===== src/rtl/instruction_fetch_if.sv =====
// Fetch-stage bus: instruction-memory read port, redirect input, and decoder handshake.
interface instruction_fetch_if #(
   parameter int unsigned ADDR_WIDTH = 16
);
   logic [ADDR_WIDTH-1:0] mem_addr;
   logic                  mem_rd_en;
   logic [15:0]           mem_dout;
   logic                  redirect;
   logic [ADDR_WIDTH-1:0] redirect_pc;
   logic [15:0]           instr;
   logic [ADDR_WIDTH-1:0] instr_pc;
   logic                  instr_valid;
   logic                  instr_ready;

   modport master (
      output mem_addr, mem_rd_en, instr, instr_pc, instr_valid,
      input  mem_dout, redirect, redirect_pc, instr_ready
   );

   modport slave (
      input  mem_addr, mem_rd_en, instr, instr_pc, instr_valid,
      output mem_dout, redirect, redirect_pc, instr_ready
   );
endinterface


===== src/rtl/instruction_fetch.sv =====
// Instruction fetch stage: PC, synchronous memory read issue, output buffer with valid/ready.
// Define FETCH_SKID_EN for a two-entry buffer sustaining one instruction per cycle.
module instruction_fetch #(
   parameter int unsigned          ADDR_WIDTH = 16,
   parameter logic [ADDR_WIDTH-1:0] RESET_PC  = '0
) (
   input  logic                clk,
   input  logic                reset,
   instruction_fetch_if.master bus
);

   typedef struct packed {
      logic [15:0]           data;
      logic [ADDR_WIDTH-1:0] pc;
   } entry_t;

   logic [ADDR_WIDTH-1:0] pc_q, pc_d;
   logic                  inflight_q, inflight_d;
   logic [ADDR_WIDTH-1:0] inflight_pc_q, inflight_pc_d;
   entry_t                head_q, head_d;
   logic                  head_vld_q, head_vld_d;
`ifdef FETCH_SKID_EN
   entry_t                skid_q, skid_d;
   logic                  skid_vld_q, skid_vld_d;
   logic [1:0]            occupancy;
   logic [2:0]            pending;
`endif

   logic   pop;
   logic   issue;
   entry_t ret_entry;

   assign pop       = head_vld_q && bus.instr_ready;
   assign ret_entry = '{data: bus.mem_dout, pc: inflight_pc_q};

`ifdef FETCH_SKID_EN
   // Count the word still in flight so a stalled consumer never loses a returning read.
   assign occupancy = {1'b0, head_vld_q} + {1'b0, skid_vld_q};
   assign pending   = 3'(occupancy) + 3'(inflight_q) - 3'(pop);
   assign issue     = !reset && !bus.redirect && (pending < 3'd2);
`else
   assign issue     = !reset && !bus.redirect && !inflight_q && (!head_vld_q || pop);
`endif

   always_comb begin
      bus.mem_addr    = pc_q;
      bus.mem_rd_en   = issue;
      bus.instr       = head_q.data;
      bus.instr_pc    = head_q.pc;
      bus.instr_valid = head_vld_q;
   end

   always_comb begin
      pc_d          = pc_q;
      inflight_pc_d = inflight_pc_q;
      inflight_d    = issue;
      head_d        = head_q;
      head_vld_d    = head_vld_q;
`ifdef FETCH_SKID_EN
      skid_d        = skid_q;
      skid_vld_d    = skid_vld_q;
`endif

      if (issue) begin
         pc_d          = pc_q + ADDR_WIDTH'(1);
         inflight_pc_d = pc_q;
      end

`ifdef FETCH_SKID_EN
      if (pop) begin
         if (skid_vld_q) begin
            head_d = skid_q;
         end
         head_vld_d = skid_vld_q;
         skid_vld_d = 1'b0;
      end
      // Returned word goes to the first free slot after this cycle's pop.
      if (inflight_q) begin
         if (!head_vld_d) begin
            head_d     = ret_entry;
            head_vld_d = 1'b1;
         end else begin
            skid_d     = ret_entry;
            skid_vld_d = 1'b1;
         end
      end
`else
      if (pop) begin
         head_vld_d = 1'b0;
      end
      if (inflight_q) begin
         head_d     = ret_entry;
         head_vld_d = 1'b1;
      end
`endif

      // Redirect squashes buffered and in-flight words; the returning word is dropped.
      if (bus.redirect) begin
         pc_d       = bus.redirect_pc;
         inflight_d = 1'b0;
         head_vld_d = 1'b0;
`ifdef FETCH_SKID_EN
         skid_vld_d = 1'b0;
`endif
      end
   end

   always_ff @(posedge clk) begin
      if (reset) begin
         pc_q          <= RESET_PC;
         inflight_q    <= 1'b0;
         inflight_pc_q <= '0;
         head_q        <= '0;
         head_vld_q    <= 1'b0;
`ifdef FETCH_SKID_EN
         skid_q        <= '0;
         skid_vld_q    <= 1'b0;
`endif
      end else begin
         pc_q          <= pc_d;
         inflight_q    <= inflight_d;
         inflight_pc_q <= inflight_pc_d;
         head_q        <= head_d;
         head_vld_q    <= head_vld_d;
`ifdef FETCH_SKID_EN
         skid_q        <= skid_d;
         skid_vld_q    <= skid_vld_d;
`endif
      end
   end

   hold_while_stalled: assert property (@(posedge clk) disable iff (reset)
      (bus.instr_valid && !bus.instr_ready && !bus.redirect) |=>
      (bus.instr_valid && $stable(bus.instr) && $stable(bus.instr_pc)));

   no_issue_on_redirect: assert property (@(posedge clk) disable iff (reset)
      bus.redirect |-> !bus.mem_rd_en);

endmodule


===== src/flat_wrapper.sv =====
// flat-port wrapper written by rule: the top's interface ports become plain ports
module instruction_fetch_flat 
#(
   parameter int unsigned          ADDR_WIDTH = 16,
   parameter logic [ADDR_WIDTH-1:0] RESET_PC  = '0
)
  (clk, reset, bus_mem_addr, bus_mem_rd_en, bus_instr, bus_instr_pc, bus_instr_valid, bus_mem_dout, bus_redirect, bus_redirect_pc, bus_instr_ready);
  instruction_fetch_if #(.ADDR_WIDTH(ADDR_WIDTH)) bus_i ();
  input  logic clk;
  input  logic reset;
  output wire logic [$bits(bus_i.mem_addr)-1:0] bus_mem_addr;
  output wire logic [$bits(bus_i.mem_rd_en)-1:0] bus_mem_rd_en;
  output wire logic [$bits(bus_i.instr)-1:0] bus_instr;
  output wire logic [$bits(bus_i.instr_pc)-1:0] bus_instr_pc;
  output wire logic [$bits(bus_i.instr_valid)-1:0] bus_instr_valid;
  input wire logic [$bits(bus_i.mem_dout)-1:0] bus_mem_dout;
  input wire logic [$bits(bus_i.redirect)-1:0] bus_redirect;
  input wire logic [$bits(bus_i.redirect_pc)-1:0] bus_redirect_pc;
  input wire logic [$bits(bus_i.instr_ready)-1:0] bus_instr_ready;
  assign bus_mem_addr = bus_i.mem_addr;
  assign bus_mem_rd_en = bus_i.mem_rd_en;
  assign bus_instr = bus_i.instr;
  assign bus_instr_pc = bus_i.instr_pc;
  assign bus_instr_valid = bus_i.instr_valid;
  assign bus_i.mem_dout = bus_mem_dout;
  assign bus_i.redirect = bus_redirect;
  assign bus_i.redirect_pc = bus_redirect_pc;
  assign bus_i.instr_ready = bus_instr_ready;
  instruction_fetch #(.ADDR_WIDTH(ADDR_WIDTH), .RESET_PC(RESET_PC)) u_core (.clk(clk), .reset(reset), .bus(bus_i));
endmodule

===== config.mk =====
export PLATFORM = sky130hd
export DESIGN_NAME = instruction_fetch_flat
export DESIGN_NICKNAME = d
export VERILOG_FILES = /design/src/rtl/instruction_fetch_if.sv /design/src/rtl/instruction_fetch.sv /design/src/flat_wrapper.sv
export SDC_FILE = /design/constraint.sdc
export NUM_CORES = 1
export LEC_CHECK = 0
export BUFFER_PORTS_ARGS = -buffer_cell sky130_fd_sc_hd__clkbuf_2
export CAP_MARGIN = 0
export CORE_MARGIN = 1.5
export CORE_UTILIZATION = 55
export CTS_CLUSTER_SIZE = 8
export DETAILED_ROUTE_END_ITERATION = 6
export PLACE_DENSITY = 0.84
export SYNTH_ARGS = -nofsm -noshare
export SYNTH_HDL_FRONTEND = slang
export SYNTH_SLANG_ARGS = --single-unit

===== constraint.sdc =====
create_clock -name clk -period 4.75 [get_ports clk]
set_clock_uncertainty 0.2 [all_clocks]
set_input_delay 1.425 -clock clk [delete_from_list [all_inputs] [get_ports clk]]
set_output_delay 1.425 -clock clk [all_outputs]
set_load 0.05 [all_outputs]

==> metrics.log <==
[metrics] CP delay by family, top: buffers and inverters
[metrics] post-route clock period utilization: approximately 80%
[metrics] vertical die dimension: 75.7 um
[metrics] total power density per cell area: about 370 nW/um^2
[metrics] category of the worst setup path capture point: output pin
[metrics] antenna diode count: 0
[metrics] initial core utilization: between 50% and 60%
[metrics] Hold Path Class: register to register
[metrics] number of design rule violations left after detail routing: 0
[metrics] Routed WL per cell: approximately 14 um
[metrics] post-cts sizing count: 0
[metrics] share of final-layout standard cells stronger than drive strength 1: around a third
[metrics] fraction of post-synthesis cell area in the top cell type by area: roughly 45%
[metrics] most frequent cell after synthesis: sky130_fd_sc_hd__dfxtp_1
[metrics] data arrival time at the worst-slack endpoint: roughly 2200 ps
[metrics] most area-consuming cells after synthesis: sky130_fd_sc_hd__dfxtp_1 (45%), sky130_fd_sc_hd__mux2i_1 (11%), sky130_fd_sc_hd__nor2_1 (6.1%)
[metrics] f_max: 261 MHz
[metrics] buffers from clock root to sink, at most: 2
[metrics] number of nets still failing antenna checks after routing: 0
[metrics] final WL: between 6 and 7 mm
[metrics] number of distinct library cell variants in the gate-level netlist after synthesis: 48
[metrics] CTS clk-pin slew, worst paths: 70 ps
[metrics] Placement Rows: 26
[metrics] number of iterations in the first detailed-routing pass: 4
[metrics] area added between synthesis and finish: 21.4%
[metrics] cell taking the most area after synthesis: sky130_fd_sc_hd__dfxtp_1
[metrics] clock buffers created by TritonCTS: 9
[metrics] count of pins on the block boundary: 86
[metrics] number of enable flip-flop cells after synthesis: 0
[metrics] antenna violations before repair: 0
[metrics] post-route minimum period: ~3800 ps
[metrics] post-CTS setup buffers: 0
[metrics] Least-Margin Pin Slew: 750 ps
[metrics] Std-Cell Core Area: 5110 sq um
[metrics] maximum number of pins on one net before global-route repair: between 60 and 70
[metrics] routability cong.: 0.822
[metrics] Clock Tree Root: sky130_fd_sc_hd__clkbuf_8
[metrics] CTS H-Tree Depth: 3
[metrics] final hold violation count: 0
[metrics] global-route wire length before repair: around 9.6 mm
[metrics] top post-synthesis cells by count: sky130_fd_sc_hd__dfxtp_1 (66), sky130_fd_sc_hd__nor2_1 (47), sky130_fd_sc_hd__mux2i_1 (33), sky130_fd_sc_hd__nand2_1 (21), sky130_fd_sc_hd__o21ai_0 (17)
[metrics] worst-case hold slack: 276 ps
[metrics] Cells after Synth: around 290
[metrics] final total negative setup slack: 0 ps
[metrics] type of origin of the critical path: primary input
[metrics] cell chain of the critical path: clkbuf_2 > nor4_4 > buf_12
[metrics] outcome: finished clean
[metrics] net count after synthesis: 331
[metrics] max-cap violations: 0
[metrics] Die Span X: about 76 um
[metrics] number of max-slew violations in the final report: 0
[metrics] share of flip-flops with an asynchronous set or reset: 0%
[metrics] starting DRC count in detailed routing: 151
[metrics] biggest cell delay along the critical path: about 380 ps
[metrics] unrepaired setup endpoints after global routing: false
[metrics] Worst path slowest cell: sky130_fd_sc_hd__nor4_4
[metrics] floorplan die area: around 5700 sq um
[metrics] dpl hpwl: between 4 and 5 mm
[metrics] required time at the endpoint of the critical path: ~3100 ps
[metrics] port bufs: 85
[metrics] CTS tree: yes
[metrics] summed instance area of the synthesized netlist: between 2000 and 3000 sq um
[metrics] main flop type after synthesis: sky130_fd_sc_hd__dfxtp_1
[metrics] vias per cell: ~5.3
[metrics] syn avg cell area: around 9.9 sq um
[metrics] number of sinks on the clock net: 66
[metrics] Worst Path Class, Setup: primary input to output pin
[metrics] leak pwr: 0.00146 uW
[metrics] Worst VDD drop: just under 0.3 mV
[metrics] cts hold-fix bufs: 0
[metrics] Nets: ~410
[metrics] post-synthesis register bit count: between 60 and 70
[metrics] part of the Yosys area used for sequential elements: between 40% and 50%
[metrics] global route overflow: 0
[metrics] number of vias in the routed layout: 2371
[metrics] via count of the first global-routing pass: ~2000
[metrics] worst-skew pair later-pin latency: roughly 340 ps
[metrics] total buffers and inverters traversed by the critical path: 2
[metrics] total number of yosys warnings: 0
[metrics] final number of setup-violating endpoints: 0
[metrics] overall track demand over capacity in global routing: 22.5%
[metrics] slew margin rel.: 49.9%
[metrics] maximum fanout encountered on the critical timing path: 14
## final timing paths
kind / startpoint / to / slack, ps / depth (start not counted)
setup / recovery: bus_redirect / bus_mem_rd_en / 920 / 3
hold / removal: u_core.inflight_pc_q[10] / u_core.inflight_pc_q[10] / 280 / 2
setup reg to reg: u_core.inflight_q / u_core.bus.mem_addr[15] / 2620 / 5
hold reg to reg: u_core.inflight_pc_q[10] / u_core.inflight_pc_q[10] / 280 / 2
## registers in the layout (all words and copies together), names as in the netlist
| signal | flops |
|---|---|
| u_core.bus.instr | 16 |
| u_core.bus.instr_pc | 16 |
| u_core.bus.instr_valid | 1 |
| u_core.bus.mem_addr | 16 |
| u_core.inflight_pc_q | 16 |
| u_core.inflight_q | 1 |
## logic make-up (layout without fill, tap and decap cells)
| kind of cell | count (synthesis) | in the layout | synth area share, % |
|---|---|---|---|
| simple gates | 120 | 120 | 24.4 |
| fa+ha+maj | 1 | 1 | 0.431 |
| buf+inv | 27 | 111 | 5.90 |
| xor+xnor | 7 | 7 | 2.11 |
| flops | 66 | 66 | 45.5 |
| mux | 34 | 34 | 11.8 |
| compound gates | 39 | 39 | 9.95 |
## report_power, final
part	switching (uW)	internal, uW
logic	125	60.5
clock network	209	292
registers	29.2	579
total	363	931
## stage by stage
stage	cells	cell area, sq um	utilization [%]	power (uW)	setup slack (ps)
floorplan	294	2910	-	758	947
global placement	433	3320	65.0	801	933
detailed placement	433	3320	65.0	805	923
CTS	448	3530	69.1	1300	914
global route	448	3530	69.1	1340	857
finish	448	3530	69.1	1290	916
## layer usage
| metal | share of wire (%) | vias to the layer above | routed length (um) | track usage [%] |
|---|---|---|---|---|
| li1 | - | 1192 | - | - |
| met1 | 46 | 1102 | 2790 | 30.6 |
| met2 | 48 | 65 | 2920 | 33.2 |
| met3 | 4.1 | 12 | 249 | 4.23 |
| met4 | 2.7 | 0 | 164 | 13.3 |
| met5 | 0 | - | 0 | 0 |
## placed cells by master, fill, tap and decap left out, drive strengths merged, types with 2 or more instances in the layout
master and instances:
a2111oi 2, a211oi 9, a21oi 2, a311oi 3
a31oi 2, and3 2, and4 5, buf 5
bufinv 2, clkbuf 94, clkinvlp 2, dfxtp 66
inv 7, mux2i 33, nand2 21, nand2b 16
nand3 6, nand4 5, nor2 47, nor3 3
nor4 6, nor4b 3, o21ai 17, xnor2 6
## tightest hold or removal path, delay by kind of cell (launching register included)
| kind | cells | cell delay (ps) |
|---|---|---|
| AO/OA/AOI/OAI | 1 | 60 |
| flip-flops | 1 | 310 |
| AND/OR/NAND/NOR | 1 | 60 |
## area by class of cell
| cell class | instances | area [sq um] |
|---|---|---|
| fillers | 413 | 1580 |
| multi-input cells | 201 | 1410 |
| flip-flops and latches | 66 | 1320 |
| repair buffers | 89 | 470 |
| clock buffers | 10 | 128 |
| well taps | 70 | 87.6 |
| clock inverters | 5 | 80.1 |
| inverters | 7 | 26.3 |
Note: power is estimated with default switching activity, not from simulation.
